`src/rtl/cpu_defs.sv`:
```
// Shared CPU-side definitions: access-size encodings, response FSM states, counter width.
// Latency: n/a (types and constants only).
// Backpressure: n/a.
package cpu_defs;

   // data_size encodings on the CPU data port
   localparam logic [1:0] SZ_BYTE = 2'd0;
   localparam logic [1:0] SZ_HALF = 2'd1;
   localparam logic [1:0] SZ_WORD = 2'd2;
   localparam logic [1:0] SZ_ILL  = 2'd3;

   // Wide enough for LATENCY-1 with LATENCY up to 15
   localparam int CNT_W = 4;

   typedef enum logic [1:0] {
      IDLE = 2'd0,
      WAIT = 2'd1,
      RESP = 2'd2
   } resp_state_t;

endpackage

```
`src/rtl/dmem_sram_resp_if.sv`:
```
// CPU data-port bundle: request (req/wr/size/addr/wdata) and response (addr_ok/data_ok/rdata/err).
// Latency: n/a (wires only).
// Backpressure: addr_ok qualifies req; data_ok is a one-cycle pulse with no stall.
// Modports: master = CPU side, slave = memory responder side.
interface dmem_sram_resp_if;
   logic        data_req;
   logic        data_wr;
   logic [1:0]  data_size;
   logic [31:0] data_addr;
   logic [31:0] data_wdata;
   logic        data_addr_ok;
   logic        data_data_ok;
   logic [31:0] data_rdata;
   logic        data_err;

   modport master (
      output data_req, data_wr, data_size, data_addr, data_wdata,
      input  data_addr_ok, data_data_ok, data_rdata, data_err
   );

   modport slave (
      input  data_req, data_wr, data_size, data_addr, data_wdata,
      output data_addr_ok, data_data_ok, data_rdata, data_err
   );
endinterface

```
`src/rtl/sram_be_gen.sv`:
```
// Byte-enable and alignment-error generation for one data-port access.
// Latency: purely combinational.
// Backpressure: none; outputs follow inputs.
// Ports: size/addr/wr in; wen (per-byte write enable) and err (misaligned or illegal size) out.
module sram_be_gen
   import cpu_defs::*;
(
   input  logic [1:0] size,
   input  logic [1:0] addr,
   input  logic       wr,
   output logic [3:0] wen,
   output logic       err
);

   always_comb begin
      err = ((size == SZ_HALF) && addr[0])
         || ((size == SZ_WORD) && (addr != 2'd0))
         ||  (size == SZ_ILL);

      wen = 4'b0000;
      // A faulty access still goes to the RAM, but must never modify it
      if (wr && !err) begin
         case (size)
            SZ_BYTE: wen = 4'b0001 << addr;
            SZ_HALF: wen = 4'b0011 << {addr[1], 1'b0};
            SZ_WORD: wen = 4'b1111;
            default: wen = 4'b0000;
         endcase
      end
   end

endmodule

```
`src/rtl/dmem_sram_resp.sv`:
```
// CPU data port to synchronous SRAM bridge with a fixed, programmable response latency.
// Latency: data_ok exactly LATENCY cycles after the addr_ok cycle (LATENCY 1..15).
// Backpressure: one transaction outstanding; addr_ok only in IDLE or RESP, so a new
//   request may be accepted in the same cycle as the previous response.
// Ports: clk, resetn (sync, active-low), dmem (CPU data port, slave side),
//   ram_en/ram_wen/ram_addr/ram_wdata/ram_rdata (SRAM, 1-cycle read latency).
module dmem_sram_resp #(
   parameter int LATENCY = 2,
   parameter int IDX_W   = 16
) (
   input  logic               clk,
   input  logic               resetn,
   dmem_sram_resp_if.slave    dmem,
   output logic               ram_en,
   output logic [3:0]         ram_wen,
   output logic [IDX_W-1:0]   ram_addr,
   output logic [31:0]        ram_wdata,
   input  logic [31:0]        ram_rdata
);
   import cpu_defs::*;

   localparam logic [CNT_W-1:0] CNT_LOAD = CNT_W'(LATENCY - 1);

   resp_state_t      state_q, state_d;
   logic [CNT_W-1:0] cnt_q, cnt_d;
   logic             wr_q;
   logic             err_q;
   logic             cap_q;     // a read was accepted last cycle: ram_rdata is valid now
   logic [31:0]      hold_q;
   logic             accept;
   logic             resp_vld;
   logic [3:0]       be_wen;
   logic             be_err;

   sram_be_gen u_be_gen (
      .size (dmem.data_size),
      .addr (dmem.data_addr[1:0]),
      .wr   (dmem.data_wr),
      .wen  (be_wen),
      .err  (be_err)
   );

   // Gating with resetn keeps every strobe low during a reset cycle, whatever the state
   assign accept = resetn && dmem.data_req && ((state_q == IDLE) || (state_q == RESP));

   assign dmem.data_addr_ok = accept;
   assign ram_en            = accept;
   assign ram_wen           = accept ? be_wen : 4'b0000;
   assign ram_addr          = dmem.data_addr[IDX_W+1:2];
   assign ram_wdata         = dmem.data_wdata;

   always_comb begin
      state_d  = state_q;
      cnt_d    = cnt_q;
      resp_vld = 1'b0;
      case (state_q)
         IDLE: begin
            if (accept) begin
               cnt_d   = CNT_LOAD;
               state_d = (LATENCY == 1) ? RESP : WAIT;
            end
         end
         WAIT: begin
            cnt_d = cnt_q - 1'b1;
            // <= rather than == so a corrupted zero count cannot wedge the FSM
            if (cnt_q <= 1) begin
               state_d = RESP;
            end
         end
         RESP: begin
            resp_vld = 1'b1;
            if (accept) begin
               cnt_d   = CNT_LOAD;
               state_d = (LATENCY == 1) ? RESP : WAIT;
            end else begin
               cnt_d   = '0;
               state_d = IDLE;
            end
         end
         default: begin
            cnt_d   = '0;
            state_d = IDLE;
         end
      endcase
   end

   always_ff @(posedge clk) begin
      if (!resetn) begin
         state_q <= IDLE;
         cnt_q   <= '0;
         wr_q    <= 1'b0;
         err_q   <= 1'b0;
         cap_q   <= 1'b0;
         hold_q  <= '0;
      end else begin
         state_q <= state_d;
         cnt_q   <= cnt_d;
         cap_q   <= accept && !dmem.data_wr;
         if (cap_q) begin
            hold_q <= ram_rdata;
         end
         // Only an accept overwrites these, and that happens at the end of the
         // RESP cycle, after the current response has been presented
         if (accept) begin
            wr_q  <= dmem.data_wr;
            err_q <= be_err;
         end
      end
   end

   // With LATENCY=1 the response cycle is also the capture cycle, so bypass the
   // holding register and forward the RAM output directly.
   assign dmem.data_data_ok = resp_vld && resetn;
   assign dmem.data_err     = resp_vld && err_q;
   assign dmem.data_rdata   = (resp_vld && !wr_q) ? (cap_q ? ram_rdata : hold_q) : 32'h0;

   // Address bits above the RAM index are deliberately ignored
   if (IDX_W < 30) begin : g_addr_hi
      logic unused_addr_hi;
      assign unused_addr_hi = ^dmem.data_addr[31:IDX_W+2];
   end

endmodule
```
`src/flat_wrapper.sv`:
```
// flat-port wrapper written by rule: the top's interface ports become plain ports
module dmem_sram_resp_flat import cpu_defs::*;
#(
   parameter int LATENCY = 2,
   parameter int IDX_W   = 16
)
  (clk, resetn, ram_en, ram_wen, ram_addr, ram_wdata, ram_rdata, dmem_data_req, dmem_data_wr, dmem_data_size, dmem_data_addr, dmem_data_wdata, dmem_data_addr_ok, dmem_data_data_ok, dmem_data_rdata, dmem_data_err);
  dmem_sram_resp_if dmem_i ();
  input  logic clk;
  input  logic resetn;
  output logic ram_en;
  output logic [3:0] ram_wen;
  output logic [IDX_W-1:0] ram_addr;
  output logic [31:0] ram_wdata;
  input  logic [31:0] ram_rdata;
  input wire logic [$bits(dmem_i.data_req)-1:0] dmem_data_req;
  input wire logic [$bits(dmem_i.data_wr)-1:0] dmem_data_wr;
  input wire logic [$bits(dmem_i.data_size)-1:0] dmem_data_size;
  input wire logic [$bits(dmem_i.data_addr)-1:0] dmem_data_addr;
  input wire logic [$bits(dmem_i.data_wdata)-1:0] dmem_data_wdata;
  output wire logic [$bits(dmem_i.data_addr_ok)-1:0] dmem_data_addr_ok;
  output wire logic [$bits(dmem_i.data_data_ok)-1:0] dmem_data_data_ok;
  output wire logic [$bits(dmem_i.data_rdata)-1:0] dmem_data_rdata;
  output wire logic [$bits(dmem_i.data_err)-1:0] dmem_data_err;
  assign dmem_i.data_req = dmem_data_req;
  assign dmem_i.data_wr = dmem_data_wr;
  assign dmem_i.data_size = dmem_data_size;
  assign dmem_i.data_addr = dmem_data_addr;
  assign dmem_i.data_wdata = dmem_data_wdata;
  assign dmem_data_addr_ok = dmem_i.data_addr_ok;
  assign dmem_data_data_ok = dmem_i.data_data_ok;
  assign dmem_data_rdata = dmem_i.data_rdata;
  assign dmem_data_err = dmem_i.data_err;
  dmem_sram_resp #(.LATENCY(LATENCY), .IDX_W(IDX_W)) u_core (.clk(clk), .resetn(resetn), .dmem(dmem_i), .ram_en(ram_en), .ram_wen(ram_wen), .ram_addr(ram_addr), .ram_wdata(ram_wdata), .ram_rdata(ram_rdata));
endmodule
```
`config.mk`:
```
export PLATFORM = sky130hd
export DESIGN_NAME = dmem_sram_resp_flat
export DESIGN_NICKNAME = d
export VERILOG_FILES = /design/src/rtl/cpu_defs.sv /design/src/rtl/dmem_sram_resp_if.sv /design/src/rtl/sram_be_gen.sv /design/src/rtl/dmem_sram_resp.sv /design/src/flat_wrapper.sv
export SDC_FILE = /design/constraint.sdc
export NUM_CORES = 1
export LEC_CHECK = 0
export CAP_MARGIN = 20
export CORE_AREA = 2 2 73 75
export DETAILED_ROUTE_END_ITERATION = 6
export DIE_AREA = 0 0 75 77
export DONT_BUFFER_PORTS = 1
export SLEW_MARGIN = 20
export SYNTH_ARGS = -nofsm -noshare
export SYNTH_HDL_FRONTEND = slang
export SYNTH_SLANG_ARGS = --single-unit
export TNS_END_PERCENT = 20
```
`constraint.sdc`:
```
create_clock -name clk -period 3.42 [get_ports clk]
set_input_delay 0.684 -clock clk [delete_from_list [all_inputs] [get_ports clk]]
set_output_delay 0.684 -clock clk [all_outputs]
set_load 0.01 [all_outputs]
```
==> summary.txt <==
CP startpoint: u_core.state_q[0]
CTS Buf Count: 5
Syn_area_per_cell: 8.73 µm²
Final Max Slew Viols: 0
H-tree Lvls: 2
Clk root buf: clkbuf_8
Initial Utilization: 45.1%
Worst setup path end: dmem_data_rdata[7]
Crit Path Max Fanout: 20
Routed WL: 3.66 mm
Die H: 77 µm
Min Tclk post-route: 2.57 ns
Width of the die: 75 µm
Num ports: 190
CTS sink cnt: 41
Initial antenna violation count: 0
Vias in the first global route: 1178
Pwr Total: 0.919 mW
1st-iter DRT viols: 14
First-pass GRT wire length: 5.38 mm
Status: finished, final reports clean
# setup viols final: 0
Vias after detailed routing: 1349
Post-route ant nets: 0
RePlAce Congestion: 0.690
GR Util All Layers: 12.1%
P&R area growth vs syn: -11.0%
Routed length per instance: 13.5 µm
Fmax: 389 MHz
Synth Instances: 257
Hold buffers post-CTS: 0
CTS tree: yes
Relative slew slack: 54.7%
R2R depth: 3
Unrepaired setup endpoints after global routing: false
Max-Cap Viols: 0
Syn Nets: 361
Buffers on Ports: 0
CP required: 2.74 ns
Hpwl dp: 2.56 mm
Sequential fraction of the synthesis area: 36.6%
GRT Residual Overflow: 0
RR Startpoint: u_core.cap_q
Cell accounting for the most synthesized area: dfxtp_1
Yosys warnings: 0
Top cell type's share of synthesized area: 36.6%
Cells taking the most area after synthesis: dfxtp_1 37%, buf_4 17%, mux2i_1 14%
Post-synth EDFFs: 0
Top post-synthesis cells by count: 52 x buf_4, 41 x dfxtp_1, 37 x nor2_1
PD cells: 460 nW/µm²
CP Launch Type: flip-flop
Worst-Skew Late Latency: 0.28 ns
Reg-to-reg slack, setup: 1.84 ns
Setup TNS Final: 0 ns
Crit path DAT: 1.89 ns
Critical path class: reg2out
Nets: 306
Critical-path cell list: nor2b_1, nand2b_1, buf_4, nor2_1
Post-cts repair resize count: 0
Post-CTS Setup Bufs: 0
VDD IR-drop max: 130 µV
Row cnt: 26
Final worst clock skew: 0.00874 ns
Reg clk slew, reported paths: 0.08 ns
Crit path capture type: output port
CP max stage delay: 0.41 ns
Slowest library cell on the worst path: dfxtp_1
Yosys reg bits: 41
Core ar.: 4980 µm²
Drt drc: 0
P_leak: 0.648 nW
Pre-Repair DR Iteration Count: 3
Share of cells above drive strength 1: 5.45%
Longest Clk Path Bufs: 2
Pin count of the biggest net entering global routing: 40
Final Cycle Share: 75.1%
Top FF cell, synth: dfxtp_1
Vias per inst: 4.96
# diodes: 0
Fin. Hold Viols: 0
Synth unique cells: 34
R2R Path End: u_core.hold_q[2]
Count leader, synth: buf_4
Hold Crit Class: in2reg
DIE AREA: 5780 µm²
Fraction of registers with async set/reset: 0%
Post-Synthesis Cell Area: 2240 µm²
Worst slew pin tran: 0.680 ns
-- per-layer routing --
metal | wire [µm] | track usage [%] | part of all wire [%] | up-vias
li1 | - | - | - | 668
met1 | 1680 | 15.3 | 46 | 606
met2 | 1500 | 16.8 | 41 | 63
met3 | 408 | 5.52 | 11 | 12
met4 | 73 | 6.25 | 2.0 | 0
met5 | 0 | 0 | 0 | -
-- flip-flops by register name, summed over array words and instances (netlist names) --
| register | flops |
|---|---|
| u_core.cap_q | 1 |
| u_core.cnt_q | 4 |
| u_core.err_q | 1 |
| u_core.hold_q | 32 |
| u_core.state_q | 2 |
| u_core.wr_q | 1 |
-- layout make-up --
cell class              instances  area (µm²)
fillers                       516        2980
multi-input cells             146         963
flip-flops and latches         41         822
well taps                      70        87.6
clock buffers                   7        86.3
inverters                       6        22.5
repair buffers                  2        15.0
-- power breakdown --
part,leakage [nW],total [mW],internal (mW),switching (mW)
Clock,0.0443,0.313,0.160,0.153
Sequential,0.334,0.517,0.499,0.0181
Combinational,0.270,0.0900,0.0458,0.0443
-- layout by cell type (no fill, tap or decap), types with 3 or more instances in the layout --
| cell type | synthesis | layout |
|---|---|---|
| a21oi_1 | 5 | 5 |
| clkbuf_8 | 0 | 6 |
| dfxtp_1 | 41 | 40 |
| inv_1 | 5 | 5 |
| mux2i_1 | 32 | 32 |
| nand2_1 | 3 | 3 |
| nand2b_1 | 3 | 3 |
| nor2_1 | 37 | 37 |
| nor2b_1 | 34 | 34 |
| nor3_1 | 3 | 3 |
| nor3b_1 | 3 | 3 |
-- metrics by stage --
step                worst slack (ns)  hold WS (ns)  std cells  instance area (µm²)  util, %
global placement                1.09         0.440        265                 1910     38.4
detailed placement              1.10         0.448        265                 1910     38.4
finish                         0.851         0.449        272                 2000     40.1
floorplan                       1.31         0.430        257                 2240        -
CTS                            0.776         0.438        272                 2000     40.1
global route                   0.597         0.440        272                 2000     40.1
-- critical path: cells and delay by family (launching register included) --
kind                   cells  cell delay (ns)
and+or+nand+nor            3             0.84
buffers and inverters      1             0.33
DFF                        1             0.41
-- cell families after synthesis --
family	Yosys count	share of synthesized area, %
buf+inv	70	20.5
compound gates	18	5.35
simple gates	92	21.4
fa+ha+maj	2	1.11
flops	41	36.6
mux	32	14.3
xor+xnor	2	0.781
-- worst min path at each step --
stage                            start  slack [ns]      endpoint  cells after the start
after global routing      dmem_data_wr        0.44  u_core.cap_q                      1
after global placement     u_core.wr_q        0.44   u_core.wr_q                      2
final                     dmem_data_wr        0.45  u_core.cap_q                      1
after detailed placement   u_core.wr_q        0.45   u_core.wr_q                      2
after floorplan            u_core.wr_q        0.43   u_core.wr_q                      2
after CTS                 dmem_data_wr        0.44  u_core.cap_q                      1
Note: power is estimated with default switching activity, not from simulation.
